### src/rtl/preg_stage_hs.sv
// Pipeline stage register with valid/ready handshake, synchronous flush, optional
// two-entry skid buffer and saturating stall/flush counters.
module preg_stage_hs #(
  parameter int CTRL_W     = 16,
  parameter int DATA_W     = 64,
  parameter bit SKID_EN    = 1'b1,
  parameter bit CLEAR_DATA = 1'b0,
  parameter int CNT_W      = 16
) (
  input  logic              i_clk,
  input  logic              i_arst,
  input  logic              i_flush,
  input  logic              i_valid,
  output logic              o_ready,
  input  logic [CTRL_W-1:0] i_ctrl,
  input  logic [DATA_W-1:0] i_data,
  output logic              o_valid,
  input  logic              i_ready,
  output logic [CTRL_W-1:0] o_ctrl,
  output logic [DATA_W-1:0] o_data,
  output logic [1:0]        o_occupancy,
  output logic [CNT_W-1:0]  o_stall_cnt,
  output logic [CNT_W-1:0]  o_flush_cnt
);

  typedef enum logic [1:0] {
    ST_EMPTY = 2'd0,
    ST_ONE   = 2'd1,
    ST_FULL  = 2'd2
  } st_t;

  st_t               st_q;
  st_t               st_d;
  logic              in_fire;
  logic              out_fire;
  logic              main_vld;
  logic              skid_vld;
  logic              ld_main_in;
  logic              ld_main_skid;
  logic              clr_main;
  logic              ld_skid;
  logic              clr_skid;
  logic [CTRL_W-1:0] main_ctrl_q;
  logic [DATA_W-1:0] main_data_q;
  logic [CTRL_W-1:0] skid_ctrl_q;
  logic [DATA_W-1:0] skid_data_q;
  logic [CNT_W-1:0]  stall_cnt_q;
  logic [CNT_W-1:0]  flush_cnt_q;

  function automatic logic [CNT_W-1:0] sat_inc(input logic [CNT_W-1:0] v);
    logic [CNT_W-1:0] one;
    one = {{(CNT_W-1){1'b0}}, 1'b1};
    return (&v) ? v : v + one;
  endfunction

  assign main_vld = (st_q != ST_EMPTY);
  assign skid_vld = (st_q == ST_FULL);
  assign in_fire  = i_valid & o_ready;
  assign out_fire = main_vld & i_ready;

  generate
    if (SKID_EN) begin : g_skid_ready
      // Registered ready: deasserts exactly while the skid entry is occupied.
      logic rdy_q;
      always_ff @(posedge i_clk or posedge i_arst) begin
        if (i_arst) rdy_q <= 1'b1;
        else        rdy_q <= (st_d != ST_FULL);
      end
      assign o_ready = rdy_q;
    end else begin : g_comb_ready
      assign o_ready = !main_vld | i_ready;
    end
  endgenerate

  // State register
  always_ff @(posedge i_clk or posedge i_arst) begin
    if (i_arst) st_q <= ST_EMPTY;
    else        st_q <= st_d;
  end

  // Next-state logic; flush overrides every transition
  always_comb begin
    st_d = st_q;
    case (st_q)
      ST_EMPTY: if (in_fire) st_d = ST_ONE;
      ST_ONE: begin
        if (out_fire && !in_fire)                 st_d = ST_EMPTY;
        else if (in_fire && !out_fire && SKID_EN) st_d = ST_FULL;
      end
      ST_FULL:  if (out_fire) st_d = ST_ONE;
      default:  st_d = ST_EMPTY;
    endcase
    if (i_flush) st_d = ST_EMPTY;
  end

  // Entry load/clear strobes derived from the current state
  always_comb begin
    ld_main_in   = 1'b0;
    ld_main_skid = 1'b0;
    clr_main     = 1'b0;
    ld_skid      = 1'b0;
    clr_skid     = 1'b0;
    if (!i_flush) begin
      case (st_q)
        ST_EMPTY: ld_main_in = in_fire;
        ST_ONE: begin
          if (in_fire && out_fire)  ld_main_in = 1'b1;
          else if (out_fire)        clr_main   = 1'b1;
          else if (in_fire)         ld_skid    = SKID_EN;
        end
        ST_FULL: begin
          if (out_fire) begin
            ld_main_skid = 1'b1;
            clr_skid     = 1'b1;
          end
        end
        default: ;
      endcase
    end
  end

  // Main entry: drives the outputs directly
  always_ff @(posedge i_clk or posedge i_arst) begin
    if (i_arst) begin
      main_ctrl_q <= '0;
      main_data_q <= '0;
    end else if (i_flush || clr_main) begin
      main_ctrl_q <= '0;
      if (CLEAR_DATA) main_data_q <= '0;
    end else if (ld_main_in) begin
      main_ctrl_q <= i_ctrl;
      main_data_q <= i_data;
    end else if (ld_main_skid) begin
      main_ctrl_q <= skid_ctrl_q;
      main_data_q <= skid_data_q;
    end
  end

  // Skid entry: absorbs the beat accepted while the output is stalled
  always_ff @(posedge i_clk or posedge i_arst) begin
    if (i_arst) begin
      skid_ctrl_q <= '0;
      skid_data_q <= '0;
    end else if (i_flush || clr_skid) begin
      skid_ctrl_q <= '0;
      if (CLEAR_DATA) skid_data_q <= '0;
    end else if (ld_skid) begin
      skid_ctrl_q <= i_ctrl;
      skid_data_q <= i_data;
    end
  end

  // Performance counters, cleared only by reset
  always_ff @(posedge i_clk or posedge i_arst) begin
    if (i_arst) begin
      stall_cnt_q <= '0;
      flush_cnt_q <= '0;
    end else begin
      if (main_vld && !i_ready) stall_cnt_q <= sat_inc(stall_cnt_q);
      if (i_flush)              flush_cnt_q <= sat_inc(flush_cnt_q);
    end
  end

  assign o_valid     = main_vld;
  assign o_ctrl      = main_ctrl_q;
  assign o_data      = main_data_q;
  assign o_occupancy = {1'b0, main_vld} + {1'b0, skid_vld};
  assign o_stall_cnt = stall_cnt_q;
  assign o_flush_cnt = flush_cnt_q;

endmodule

### config.mk
export PLATFORM = sky130hd
export DESIGN_NAME = preg_stage_hs
export DESIGN_NICKNAME = d
export VERILOG_FILES = /design/src/rtl/preg_stage_hs.sv
export SDC_FILE = /design/constraint.sdc
export NUM_CORES = 1
export LEC_CHECK = 0
export CAP_MARGIN = 20
export CORE_ASPECT_RATIO = 1.25
export CORE_UTILIZATION = 45
export DETAILED_ROUTE_END_ITERATION = 12
export DONT_BUFFER_PORTS = 1
export GPL_ROUTABILITY_DRIVEN = 0
export HOLD_SLACK_MARGIN = 0.08
export PLACE_DENSITY = 0.58
export SYNTH_ARGS = -nofsm -noshare
export SYNTH_HDL_FRONTEND = slang
export SYNTH_SLANG_ARGS = --single-unit
### constraint.sdc
create_clock -name i_clk -period 7.55 [get_ports i_clk]
set_clock_uncertainty 0.05 [all_clocks]
set_input_delay 1.51 -clock i_clk [delete_from_list [all_inputs] [get_ports i_clk]]
set_output_delay 1.51 -clock i_clk [all_outputs]
set_load 0.01 [all_outputs]
==> flow_metrics.env <==
export IMPL_setup_worst_path_class="in2reg"
export IMPL_leakagePower_nw=4.08
export IMPL_cp_start_kind="input port"
export IMPL_synth_avg_cell_area_um2=14.3
export IMPL_io_pins=201
export IMPL_synthCells=607
export IMPL_end_kind="register"
export IMPL_cts_root_buf="clkbuf_16"
export IMPL_slew_violations=0
export IMPL_io_buffers=0
export IMPL_synth_warnings=0
export IMPL_maxCapViolCount=0
export IMPL_antenna_found_initial=0
export IMPL_postCtsHoldBufs=0
export IMPL_synth_edf_count=0
export IMPL_start_util_pct=46.1
export IMPL_top_layer="met4"
export IMPL_relSlewSlack_pct=33.9
export IMPL_worst_slew_pin_slew_ns=0.989
export IMPL_max_stage_delay_ns=0.80
export IMPL_ys_seq_elements=195
export IMPL_max_vdd_ir_drop_uv=161
export IMPL_synth_nets=694
export IMPL_cts_buffers=17
export IMPL_synth_area_leaders="dfrtp_1, mux2_2, mux2i_1"
export IMPL_route_met3_wl_um=1500
export IMPL_grt_pass1_wl_um=28500
export IMPL_intPower_mw=2.16
export IMPL_route_detailed_drc=0
export IMPL_dp_final_hpwl_um=11700
export IMPL_synth_main_ff_cell="dfrtp_1"
export IMPL_route_met2_wl_um=8730
export IMPL_required_ns=7.80
export IMPL_timing_rr_end="o_data[21]"
export IMPL_clock_sinks=195
export IMPL_fin_area_mm2=0.00941
export IMPL_grt_max_degree=124
export IMPL_ant_nets=0
export IMPL_p_sw_uw=882
export IMPL_outcome="finished, final reports clean"
export IMPL_wl_um=17400
export IMPL_nNetsFinal=691
export IMPL_syn_area_mm2=0.00865
export IMPL_die_width_um=126
export IMPL_n_antenna_cell=0
export IMPL_yosys_area_top_type="dfrtp_1"
export IMPL_clk_path_buf_depth=2
export IMPL_cts_reportedPaths_clkPinSlew_ns=0.07
export IMPL_synth_cell_types=46
export IMPL_r2r_cells=5
export IMPL_core_area_mm2=0.0188
export IMPL_clock_power_share_pct=30.2
export IMPL_hold_path_class="reg2reg"
export IMPL_clk_latency_ns=0.43
export IMPL_finalPower_mw=3.04
export IMPL_setup_viol=0
export IMPL_synthToLayoutAreaGrowth_pct=8.72
export IMPL_power_frac_comb_pct=15.8
export IMPL_path_max_fanout=37
export IMPL_reg2reg_from="st_q[0]"
export IMPL_whs_ns=0.453
export IMPL_hold_viol_final=0
export IMPL_grt_use_total_pct=18.5
export IMPL_min_path_cells=1
export IMPL_cts_htree_levels=4
export IMPL_post_drt_via_cell_ratio=5.81
export IMPL_dpl_instance_area_mm2=0.00881
export IMPL_cp_cell_sequence="and3b_1, nand2b_1, a21oi_4, buf_4, mux2_2"
export IMPL_hold_path_end="skid_data_q[33]"
export IMPL_holdCritStartpoint="skid_data_q[33]"
export IMPL_drtIter0Drc=184
export IMPL_cts_repair_resized=0
export IMPL_layout_drive_gt1_share_pct=37.8
export IMPL_cts_setup_buffers=0
export IMPL_dr_pass1_iters=4
export IMPL_seqPwrFrac_pct=54.0
export IMPL_final_period_utilization_pct=45.8
export IMPL_yosysTopAreaCellShare_pct=56.1
export IMPL_cts_tree="built"
export IMPL_overflow=0
export IMPL_swShare_pct=29.0
export IMPL_detail_route_wl_per_cell_um=20.6
export IMPL_vias=4928
export IMPL_die_h_um=157
export IMPL_slowest_stage="a21oi_4"
export IMPL_num_rows=56
export IMPL_yosysSeqAreaShare_pct=56.4
export IMPL_power_per_cell_area_mw_per_mm2=323
export IMPL_rsz0062_at_grt="no"
export IMPL_r2r_slack_ns=4.50
export IMPL_finalCriticalPeriod_ns=3.46
export IMPL_fin_util_pct=50.1
export IMPL_finalSetupTns_ns=0
export IMPL_dieArea_mm2=0.0198
export IMPL_async_flop_share_pct=100
export IMPL_critPathArrivalTime_ns=3.71
export IMPL_grt_pass1_vias=5385
export IMPL_wl_met1_um=6950
export IMPL_fmax_mhz=289
worst max-delay path: cells and delay by family:
kind                   cells  cell delay [ns]
and+or+nand+nor            2             0.37
buffers and inverters      1             0.59
AOI/OAI and AO/OA          1             0.80
muxes                      1             0.39
worst max path at each step:
stage | startpoint | to | slack, ns | cells after the start
finish | i_valid | o_data[21] | 4.09 | 5
global route | i_valid | o_data[32] | 3.93 | 5
CTS | i_valid | o_data[31] | 4.06 | 5
detailed placement | i_valid | o_data[31] | 3.59 | 5
global placement | i_valid | skid_data_q[1] | 3.54 | 5
floorplan | i_arst | o_ctrl[0] | 0.68 | 1
cells in the mapped netlist, drive strengths merged, types with 3 or more instances:
| master | count |
|---|---|
| mux2i | 18 |
| xnor2 | 9 |
| o2bb2ai | 16 |
| nand4 | 11 |
| clkbuf | 3 |
| dfrtp | 194 |
| a22o | 16 |
| xor2 | 11 |
| inv | 5 |
| nand3 | 6 |
| nor4 | 4 |
| and4 | 3 |
| nor2 | 13 |
| and3 | 6 |
| nand2 | 21 |
| buf | 27 |
| a21oi | 10 |
| mux2 | 199 |
| nor3 | 4 |
| a31oi | 4 |
registers in the layout, indices dropped and copies added (netlist names):
register / cells
o_flush_cnt: 16
st_q: 2
skid_ctrl_q: 16
o_ctrl: 16
skid_data_q: 64
o_data: 64
o_stall_cnt: 16
o_ready: 1
kinds of logic (layout without fill, tap and decap cells):
| group | after synthesis | after routing | synth area share (%) |
|---|---|---|---|
| compound gates | 56 | 56 | 5.10 |
| xor+xnor | 20 | 20 | 2.02 |
| fa+ha+maj | 2 | 2 | 0.289 |
| buf+inv | 35 | 44 | 2.91 |
| flops | 195 | 195 | 56.4 |
| mux | 217 | 217 | 28.0 |
| simple gates | 82 | 82 | 5.29 |
layout by cell type (no fill, tap or decap), types with 3 or more instances in the layout:
master	n
a22o_1	16
and3_1	6
nand3_1	6
nor2_1	12
buf_4	7
clkbuf_16	17
mux2_1	13
inv_1	4
xnor2_1	9
xor2_1	11
nand2_1	21
a21oi_1	9
dfrtp_1	194
o2bb2ai_1	16
mux2_2	186
a31oi_1	4
nor4_1	3
inv_6	3
clkinvlp_4	3
and4_1	3
nand4_1	11
nor3_1	4
mux2i_1	18
metal layers:
metal  vias to the layer above  GRT usage, %
met5                         -             0
met4                         0          6.25
met3                        16          6.66
met2                       165          31.4
met1                      2546          21.6
li1                       2201             -
power groups by stage:
stage	combinational, mW	clock [mW]	sequential (mW)
after floorplan	0.433	0	1.58
after detailed placement	0.488	0	1.66
final	0.479	0.918	1.64
after global routing	0.535	0.982	1.69
after CTS	0.489	0.948	1.65
after global placement	0.457	0	1.65
stage by stage:
stage,setup slack [ns],cells
after global routing,3.93,848
after floorplan,0.679,607
final,4.09,848
after global placement,3.54,816
after CTS,4.06,848
after detailed placement,3.59,817
layout make-up:
| cell class | count | area (µm²) |
|---|---|---|
| clock inverter | 11 | 145 |
| tap | 232 | 290 |
| multi-input combinational | 377 | 3530 |
| timing repair buffer | 8 | 80.1 |
| clock buffer | 20 | 457 |
| fill | 1601 | 9370 |
| sequential | 195 | 4880 |
| inverter | 5 | 26.3 |
Note: power is estimated with default switching activity, not from simulation.
